`src/rtl/serial_addsub_ctrl.sv`:
```
`default_nettype none
// ============================================================================
// Module   : serial_addsub_ctrl (with half_substractor leaf cell)
// Brief    : Bit-serial LSB-first add/subtract sequencer using one 1-bit cell.
// Revision : 1.0 - initial release
// ============================================================================

module half_substractor (
  input  logic i_x,
  input  logic i_y,
  output logic o_d,
  output logic o_b
);
  assign o_d = i_x ^ i_y;
  assign o_b = ~i_x & i_y;
endmodule

module serial_addsub_ctrl #(
  parameter int WIDTH = 8
) (
  input  logic             clk,
  input  logic             rst,
  input  logic             start,
  input  logic             op,
  input  logic [WIDTH-1:0] a,
  input  logic [WIDTH-1:0] b,
  output logic             busy,
  output logic             done,
  output logic [WIDTH-1:0] result,
  output logic             cout
);
  localparam int CNT_W = $clog2(WIDTH);
  localparam logic [CNT_W-1:0] C_LAST = CNT_W'(WIDTH - 1);

  typedef enum logic [1:0] {
    S_IDLE  = 2'd0,
    S_SHIFT = 2'd1,
    S_DONE  = 2'd2
  } state_t;

  state_t           r_state, w_state_nxt;
  logic [WIDTH-1:0] r_a, r_b, r_work, r_result;
  logic [CNT_W-1:0] r_cnt;
  logic             r_op, r_carry, r_cout, r_busy, r_done;
  logic             w_p, w_d1, w_b1, w_d2, w_b2, w_s, w_c, w_last;

  // Adding is subtracting with x inverted: borrow(~x,y,c) == carry(x,y,c),
  // and the difference bit comes out inverted, so both are fixed up by op.
  assign w_p = r_a[0] ^ ~r_op;

  half_substractor u_hs0 (.i_x(w_p),  .i_y(r_b[0]),  .o_d(w_d1), .o_b(w_b1));
  half_substractor u_hs1 (.i_x(w_d1), .i_y(r_carry), .o_d(w_d2), .o_b(w_b2));

  assign w_c    = w_b1 | w_b2;
  assign w_s    = w_d2 ^ ~r_op;
  assign w_last = (r_cnt == C_LAST);

  always_comb begin
    w_state_nxt = r_state;
    case (r_state)
      S_IDLE:  if (start) w_state_nxt = S_SHIFT;
      S_SHIFT: if (w_last) w_state_nxt = S_DONE;
      S_DONE:  w_state_nxt = S_IDLE;
      default: w_state_nxt = S_IDLE;
    endcase
  end

  always_ff @(posedge clk or posedge rst) begin
    if (rst) begin
      r_state <= S_IDLE;
      r_busy  <= 1'b0;
      r_done  <= 1'b0;
    end else begin
      r_state <= w_state_nxt;
      r_busy  <= (w_state_nxt == S_SHIFT);
      r_done  <= (w_state_nxt == S_DONE);
    end
  end

  always_ff @(posedge clk or posedge rst) begin
    if (rst) begin
      r_a      <= '0;
      r_b      <= '0;
      r_work   <= '0;
      r_result <= '0;
      r_cnt    <= '0;
      r_op     <= 1'b0;
      r_carry  <= 1'b0;
      r_cout   <= 1'b0;
    end else if (r_state == S_IDLE) begin
      if (start) begin
        r_a     <= a;
        r_b     <= b;
        r_op    <= op;
        r_work  <= '0;
        r_cnt   <= '0;
        r_carry <= 1'b0;
      end
    end else if (r_state == S_SHIFT) begin
      r_a     <= r_a >> 1;
      r_b     <= r_b >> 1;
      r_work  <= {w_s, r_work[WIDTH-1:1]};
      r_carry <= w_c;
      r_cnt   <= r_cnt + CNT_W'(1);
      if (w_last) begin
        r_result <= {w_s, r_work[WIDTH-1:1]};
        r_cout   <= w_c;
      end
    end
  end

  assign busy   = r_busy;
  assign done   = r_done;
  assign result = r_result;
  assign cout   = r_cout;
endmodule

`default_nettype wire

```
`config.mk`:
```
export PLATFORM = sky130hd
export DESIGN_NAME = serial_addsub_ctrl
export DESIGN_NICKNAME = d
export VERILOG_FILES = /design/src/rtl/serial_addsub_ctrl.sv
export SDC_FILE = /design/constraint.sdc
export NUM_CORES = 1
export LEC_CHECK = 0
export ABC_CLOCK_PERIOD_IN_PS = 3700
export CAP_MARGIN = 20
export CORE_UTILIZATION = 59
export CTS_BUF_LIST = sky130_fd_sc_hd__clkbuf_2 sky130_fd_sc_hd__clkbuf_4 sky130_fd_sc_hd__clkbuf_8
export CTS_CLUSTER_DIAMETER = 30
export DETAILED_ROUTE_END_ITERATION = 8
export PLACE_DENSITY = 0.87
export SYNTH_ARGS = -nofsm -noshare
export SYNTH_HDL_FRONTEND = slang
export SYNTH_HIERARCHICAL = 1
export SYNTH_SLANG_ARGS = --single-unit
export TNS_END_PERCENT = 1
```
`constraint.sdc`:
```
create_clock -name clk -period 3.7 [get_ports clk]
set_input_delay 0.37 -clock clk [delete_from_list [all_inputs] [get_ports clk]]
set_output_delay 0.37 -clock clk [all_outputs]
set_load 0.01 [all_outputs]
```
**Yosys cells after proc, flatten, opt, wreduce, memory -nomap -nowiden**

Index checks and enable logic that the tools add are counted.

- Equality and inequality tests: 5
- Div/mod/pow operators: 0
- Multipliers: 0
- Add/subtract/negate cells: 1
- Bitwise operators: 11
- Mux-type cells: 18
- Shift-type cells: 0
- Magnitude comparators: 0
- Reduce and logical (&&, ||, !) cells: 5

Operators by type and width:

| kind | count |
|---|---|
| 8-bit two-way mux | 9 |
| 3-bit two-way mux | 3 |
| 2-bit by 1-bit == test with 1-bit output, second input constant | 2 |
| 2-bit two-way mux | 2 |
| 1-bit NOT | 4 |
| 2-bit case mux with 2 select lines | 1 |
| 2-bit AND reduction | 2 |
| 1-bit XOR | 4 |
| 3-bit by 1-bit adder with 3-bit output, second input constant | 1 |
| 3-bit == test, second input constant | 1 |
| 1-bit two-way mux | 3 |
| 3-bit AND reduction | 1 |
| 1-bit AND | 2 |
| 2-bit == test, second input constant | 1 |
| 2-bit zero test | 1 |
| 2-bit != test, second input constant | 1 |
| 2-bit nonzero test | 1 |
| 1-bit OR | 1 |

- Bits in latches: 0
- Flip-flop bits (word level): 42
- Output and inout port bits: 11
- Input port bits: 20
- Bits in writable memories: 0
- Word-level logic and storage cells: 51
- Memories kept: 0
- ROM bits: 0

**Depth between registers and ports, before layout**

Gate-level depths: netlist of the first run.

- Word-level depth: 8
- Gate-level depth with buffers: 9
- Gate-level depth less buffers: 9

**Cells and area by module**

The synthesis of the first run kept the hierarchy.

Modules (own cells, without submodules):

| module | times used | area an instance (um^2) | sequential area each (um^2) | cells an instance |
|---|---|---|---|---|
| serial_addsub_ctrl | 1 | 1,821.7 | 1,026.0 | 144 |
| half_substractor | 2 | 20.0 | 0.0 | 3 |

**Least setup slack after synthesis of the first run**

OpenSTA, ideal clock, no wires.

- Path type: reg2reg
- Start: register r_op
- End: register r_cout, in the netlist cout
- Period minus slack after synthesis: 1.768 ns
- Data arrival time: 1.644 ns
- Buffers on the path: 0
- Stages on the path, launching flop included: 9
- Slack: 1.932 ns
- Data required time: 3.575 ns
- Setup time: 0.125 ns
- Cells stage by stage: dfrtp_1 -> xnor2_1 -> inv_1 -> ha_1 -> inv_1 -> inv_1 -> ha_1 -> or2_2 -> mux2_2

- Word-level cells in the longest chain between the ends: 6
- Elaborated cells between the ends (all ways): 8
- Those cells by class: bitwise: 8

Ends and longest elaborated chain:

| element | RTL line | RTL |
|---|---|---|
| start: declaration | 44 | `logic r_op, r_carry, r_cout, r_busy, r_done;` |
| start signal: assignment | 94 | `r_op <= op;` |
| 1-bit NOT | 49 | `assign w_p = r_a[0] ^ ~r_op;` |
| 1-bit XOR | 49 |  |
| via w_p | 45 | `logic w_p, w_d1, w_b1, w_d2, w_b2, w_s, w_c, w_last;` |
| 1-bit XOR | 14 | `assign o_d = i_x ^ i_y;` |
| via w_d1 | 45 |  |
| 1-bit NOT | 15 | `assign o_b = ~i_x & i_y;` |
| 1-bit AND | 15 |  |
| via w_b2 | 45 |  |
| 1-bit OR | 54 | `assign w_c = w_b1 \| w_b2;` |
| end signal: assignment | 107 | `r_cout <= w_c;` |
| end: declaration | 44 |  |

The timed path passes the listed nets, and every way through them passes these cells.
A chain may end at the register's enable or synchronous reset.

**Final worst setup path of the first run**

- Start: register r_state[0]
- End: register r_result[1], in the netlist result[1]

- Word-level cells in the longest chain between the ends: 3
- Elaborated cells between the ends (all ways): 4
- Those cells by class: eq/ne: 1; bitwise: 1; reduce/logical: 2

Ends and longest elaborated chain:

| element | RTL line | RTL |
|---|---|---|
| start: declaration | 41 | `state_t r_state, w_state_nxt;` |
| start signal: assignment | 74 | `r_state <= w_state_nxt;` |
| 2-bit zero test | 90 | `end else if (r_state == S_IDLE) begin` |
| 1-bit NOT (no source line) | -- |  |
| 3-bit AND reduction (no source line) (*) | -- |  |
| end signal: assignment | 106 | `r_result <= {w_s, r_work[WIDTH-1:1]};` |
| end: declaration | 42 | `logic [WIDTH-1:0] r_a, r_b, r_work, r_result;` |

Mark *: on every way between the ends. The rest lies on a longest branch, timed or not.

==> results.tsv, run 1 <==
metric	value	unit
Post-Synth Simple-Gate Area	13.1	%
core footprint	0.00303	mm2
Fin. Hold Viols	0	
largest family of logic cells by synthesized area	compound AO/OA/AOI/OAI gates	
average wire per cell in the routed design	14.6	um
cts-stage hold buffer count	0	
antenna fix cells	0	
DRT antenna net count	0	
synthesis-stage register bit count	41	
clock slew at reported path FFs	0.12	ns
critical path capture point type	flop	
CTS buffer count	5	
Post-CTS Setup Repair Bufs	0	
Clock Sinks	41	
GRT Total Usage	22.1	%
initial drt markers	27	
multi-input logic area	706	um2
cells after synthesis	150	
sequential share of the synthesized area	55.1	%
TritonRoute pass-1 iters	5	
EDFF count, synth	0	
max_slew headroom	30.0	%
vias in the first global route	1254	
Pins Over Slew Limit	0	
YS warnings	6	
fmax	0.459	GHz
pin slew with the least headroom to its limit	1.05	ns
standard-cell rows	20	
maxcap violations	0	
top_reg_cell synth	dfrtp_1	
mux cell area share after synthesis	6.59	%
Area Growth Syn to Fin	20.2	%
Hold Crit Class	in -> async	
power density cells	778	mW/mm2
Fin Hold WS	0.223	ns
TritonCTS clock tree	built	
Via Count	1278	
Synth area leader	dfrtp_1	
Chip Width	58.2	um
Storage cell area	0.00103	mm2
Net Count, Synth	174	
layout cells sized above 1	15.7	%
Commonest cells post-synth	dfrtp_1, inv_1, a22o_1, mux2_2	
Post-Synth XOR/XNOR Area	0.941	%
clock latency on the worst-skew pair	0.35	ns
residual DRC count	0	
root buf cell	clkbuf_4	
most common cell in the netlist	dfrtp_1	
P_leak	1.02	nW
top post-synthesis cells by area	dfrtp_1, mux2_2, a22o_1	
final wirelength	3.25	mm
ys async rst share	100	%
final net count	201	
DP Wirelength	2.13	mm
first-pass GRT wire length	5.59	mm
Worst EP arrival	2.43	ns
Final Skew	0.00373	ns
Adder-Cell Fraction of Synth Area	2.69	%
worst reg-to-reg path cell count	2	
RSZ-0062 raised after global routing	false	
final worst-path cycle share	58.9	%
worst-case clock buffer depth	2	
Syn Area/Cell	12.4	um2
CP Class	reg -> reg	
total power	1.74	mW
Tmin final	2.18	ns
die height	58.2	um
compound-cell area share of the yosys netlist	14.6	%
gr ovfl total	0	
# IOs	31	
post-cts sizing count	0	
Setup crit start kind	flop	
Synth Cell Area	0.00186	mm2
gp weighted congestion	0.729	
Setup Viol. Count Final	0	
setup_tns	0	ns
status	finished, final reports clean	
I/O Buffers	30	
top-area cell type share of the netlist area	55.1	%
synth unique cells	25	
initial antenna violation count	0	
pin count of the biggest net entering global routing	36	
initial core utilization	61.5	%
Worst VDD drop	346	uV
die footprint	0.00338	mm2
# fillers	228	
Critical Path RT	3.95	ns
vias per cell	5.76	
CP max FO	35	
htree depth	2	
-- path summary, 6_finish.rpt --
| check | endpoint | start | slack (ns) |
|---|---|---|---|
| hold reg to reg | r_cnt[0]$_DFFE_PP0P_ | r_cnt[0]$_DFFE_PP0P_ | 0.49 |
| max in group asynchronous | result[0]$_DFFE_PP0P_ | rst | 2.84 |
| hold / removal | result[6]$_DFFE_PP0P_ | rst | 0.22 |
| min in group clk | r_cnt[0]$_DFFE_PP0P_ | r_cnt[0]$_DFFE_PP0P_ | 0.49 |
| setup reg to reg | result[1]$_DFFE_PP0P_ | r_state[0]$_DFF_PP0_ | 1.52 |
| setup / recovery | result[1]$_DFFE_PP0P_ | r_state[0]$_DFF_PP0_ | 1.52 |
-- critical path: stages (launching register included) --
cell      delay [ns]
dfrtp_1         1.05
nand3b_1        0.58
mux2_2          0.44
-- state kept, by name (all words and copies together), names as in the netlist --
signal   cells
cout         1
r_b          8
r_a          8
r_op         1
r_cnt        3
result       8
done         1
r_carry      1
r_state      2
busy         1
r_work       7
-- per-layer routing --
layer	global-route usage [%]	wire length (um)	vias to the layer above
li1	-	-	602
met1	27.5	1450	632
met2	37.4	1590	35
met3	6.03	157	9
met4	7.14	58	0
met5	0	0	-
-- power by group --
group	internal, mW	switching (mW)	total (mW)
clock network	0.0717	0.149	0.220
registers	0.648	0.176	0.825
logic	0.410	0.285	0.694
-- metrics by stage --
step	utilization [%]	cell area, um2	setup WS [ns]	instances
6_report	73.9	2240	1.52	222
3_5_place_dp	71.2	2150	1.45	213
4_1_cts	73.0	2210	1.54	221
3_3_place_gp	71.2	2150	1.57	213
2_1_floorplan	-	1860	1.93	150
5_1_grt	73.9	2240	1.31	222
-- cell families after synthesis --
family | Yosys count
buffers and inverters | 28
XOR/XNOR | 2
AO/OA/AOI/OAI | 30
multiplexers | 11
flip-flops | 41
AND/OR/NAND/NOR | 34
adder cells (fa/ha/maj) | 4
-- final cells by class --
| type | count | area share, % |
|---|---|---|
| Tap cell | 44 | 2.46 |
| Clock buffer | 5 | 1.68 |
| Multi-Input combinational cell | 81 | 31.5 |
| Inverter | 16 | 2.68 |
| Clock inverter | 3 | 0.783 |
| Timing Repair Buffer | 32 | 15.0 |
| Sequential cell | 41 | 45.9 |
-- cells in the final DEF, fill, tap and decap left out, types with 2 or more instances in the layout --
cell | Yosys | layout
nand2b_1 | 3 | 3
o221a_2 | 5 | 5
clkdlybuf4s50_1 | 0 | 30
a21oi_1 | 2 | 2
dfrtp_1 | 41 | 41
or4b_1 | 5 | 5
nor4b_1 | 9 | 9
xnor2_1 | 2 | 2
mux2_2 | 10 | 10
clkbuf_4 | 0 | 5
nor3b_1 | 3 | 3
inv_1 | 16 | 16
a22o_1 | 10 | 10
a211o_1 | 2 | 2
a221oi_1 | 9 | 9
clkinv_2 | 0 | 2
ha_1 | 4 | 4
nor2_1 | 9 | 9
nor4bb_1 | 2 | 2
No activity file was read; power rests on OpenSTA's default activity.
==> inputs of run 2 (changes only) <==
ABC_CLOCK_PERIOD_IN_PS = 1850   (was 3700)
CORE_UTILIZATION = 49   (was 59)
PLACE_DENSITY = 0.77   (was 0.87)
clock period = 1.85 ns   (was 3.7 ns; I/O delays follow)
==> run 2 against run 1 <==
  * Die area increased by 20%
  * Via count rose by 2.1%
  * First-iteration DRC count grew to 2.9 times the previous value
  * Sequential share of layout area fell by 2.1 points
  * Worst hold slack improved by 0.11 ns
  * Sequential power up 93%
  * Register-to-register slack lost 1.4 ns
  * Largest cell class unchanged
  * Largest power group is now combinational cells
==> results.tsv, run 2 (synthesized netlist as in run 1, its figures left out) <==
metric	value	unit	change
standard-cell rows	22		+10%
DP Wirelength	2.30	mm	+7.7%
final net count	209		+4.0%
fmax	0.562	GHz	+23%
first-pass GRT wire length	5.59	mm	unchanged
residual DRC count	0		unchanged
# IOs	31		unchanged
clock slew at reported path FFs	0.08	ns	-0.04 ns
Placed Area	0.00222	mm2	+3.0%
power density cells	1630	mW/mm2	+110%
setup_tns	0	ns	unchanged
gr ovfl total	0		unchanged
max_slew headroom	45.0	%	+15 points
critical path capture point type	flop		
layout cells sized above 1	21.5	%	+5.8 points
Fin. Hold Viols	0		unchanged
TritonRoute pass-1 iters	4		-1
Final WS setup	0.0714	ns	-1.45 ns
antenna fix cells	0		unchanged
Tmin final	1.78	ns	-0.402 ns
pin count of the biggest net entering global routing	42		+17%
Critical Path RT	2.02	ns	-1.93 ns
CP max FO	2		-94%
Reg2Reg Launch Point	r_a[0]$_DFFE_PP0P_		
Clock Sinks	41		unchanged
pin slew with the least headroom to its limit	0.824	ns	-0.225 ns
commonest non-fill, non-tap cell in the layout	dfrtp_1		
total power	3.82	mW	+120%
htree depth	2		unchanged
TritonCTS clock tree	built		
Hold Crit Class	in -> async		
Area Growth Syn to Fin	25.9	%	
I/O Buffers	30		unchanged
Fin Hold WS	0.328	ns	+0.105 ns
status	finished, final reports clean		
Final Skew	0.00752	ns	+0.00379 ns
Setup crit start kind	flop		
worst reg-to-reg path cell count	9		+7
slowest cell delay on critical path	0.40	ns	-0.65 ns
die footprint	0.00405	mm2	+20%
R2R Setup Slk	0.07	ns	-1.45 ns
average wire per cell in the routed design	14.1	um	-3.7%
Chip Width	63.6	um	+9.4%
gp weighted congestion	0.735		+0.82%
worst-case clock buffer depth	2		unchanged
Setup Viol. Count Final	0		unchanged
die height	63.6	um	+9.4%
RSZ-0062 raised after global routing	false		
Final Instance Area	0.00234	mm2	+4.8%
cts-stage hold buffer count	0		unchanged
CTS buffer count	5		unchanged
root buf cell	clkbuf_8		
Worst EP arrival	1.95	ns	-0.48 ns
Via Count	1305		+2.1%
DRT antenna net count	0		unchanged
Pins Over Slew Limit	0		unchanged
core footprint	0.00366	mm2	+21%
initial core utilization	50.9	%	-11 points
commonest non-fill, non-tap cells in the layout	dfrtp_1, clkdlybuf4s50_1, inv_1		
initial drt markers	78		+190%
Worst VDD drop	597	uV	+72%
Worst path slowest cell	dfrtp_1		
final worst-path cycle share	96.1	%	+37 points
pre-CTS setup slack	0.0119	ns	-1.44 ns
reg2reg end	result[7]$_DFFE_PP0P_		
GRT Total Usage	18.0	%	-4.1 points
CP Class	reg -> reg		
maxcap violations	0		unchanged
vias per cell	5.58		-3.1%
clock latency on the worst-skew pair	0.29	ns	-0.06 ns
final wirelength	3.30	mm	+1.5%
vias in the first global route	1223		-2.5%
initial antenna violation count	0		unchanged
CP cell instances	xnor2_1 -> inv_1 -> ha_1 -> inv_1 -> inv_2 -> ha_4 -> inv_2 -> xnor2_2 -> mux2_4		
P_leak	1.08	nW	+5.5%
-- run 2: changes by cell type in the layout (fill, tap and decap cells not counted), moves of 2 or more --
cell and change:
inv_1 -2, mux2_4 +2, buf_4 +9, inv_2 +2
clkbuf_8 +5, mux2_2 -2, clkbuf_4 -5
-- run 2: area by class of cell --
class / instances / area (um2)
clock inverters: 3 / 17.5
multi-input cells: 81 / 736
flip-flops and latches: 41 / 1030
clock buffers: 5 / 68.8
fillers: 291 / 1320
well taps: 48 / 60.1
repair buffers: 40 / 375
inverters: 16 / 60.1
-- run 2: per-layer routing --
metal	vias to the layer above	routed length [um]	track usage (%)
met2	30	1670	29.3
met5	-	0	0
met4	0	31	5.68
li1	619	-	-
met3	5	116	4.89
met1	651	1490	23.2
-- run 2: what timing repair did --
item / in CTS / in global routing
resized for setup: 0 / 7
endpoints found under the setup margin: 0 / 2
buffers inserted: 0 / 1
-- run 2: worst max path at each step --
stage | depth (start not counted) | startpoint | slack (ns) | to
floorplan | 8 | r_op$_DFFE_PP0P_ | 0.08 | cout$_DFFE_PP0P_
global placement | 8 | r_op$_DFFE_PP0P_ | 0.09 | cout$_DFFE_PP0P_
detailed placement | 8 | r_op$_DFFE_PP0P_ | 0.01 | cout$_DFFE_PP0P_
CTS | 8 | r_op$_DFFE_PP0P_ | 0.005 | cout$_DFFE_PP0P_
global route | 9 | r_a[0]$_DFFE_PP0P_ | 0.004 | result[7]$_DFFE_PP0P_
finish | 9 | r_a[0]$_DFFE_PP0P_ | 0.07 | result[7]$_DFFE_PP0P_
-- run 2: metrics by stage --
| step | util, % | instances |
|---|---|---|
| 5_1_grt | 64.0 | 234 |
| 6_report | 64.0 | 234 |
| 4_1_cts | 63.0 | 233 |
| 2_1_floorplan | - | 150 |
| 3_5_place_dp | 60.6 | 225 |
| 3_3_place_gp | 60.6 | 225 |
-- run 2: worst max-delay path, delay by kind of cell, from the launching register on --
family     cells  cell delay [ns]
mux            1             0.27
flops          1             0.40
fa+ha+maj      2             0.51
xor+xnor       2             0.29
buf+inv        4             0.20
-- run 2: report_power, final --
part           internal (mW)  switching [mW]  leakage (nW)  total [mW]
combinational          0.970           0.700         0.533        1.67
clock                  0.260           0.296        0.0439       0.556
sequential              1.30           0.287         0.501        1.59
total                   2.53            1.28          1.08        3.82
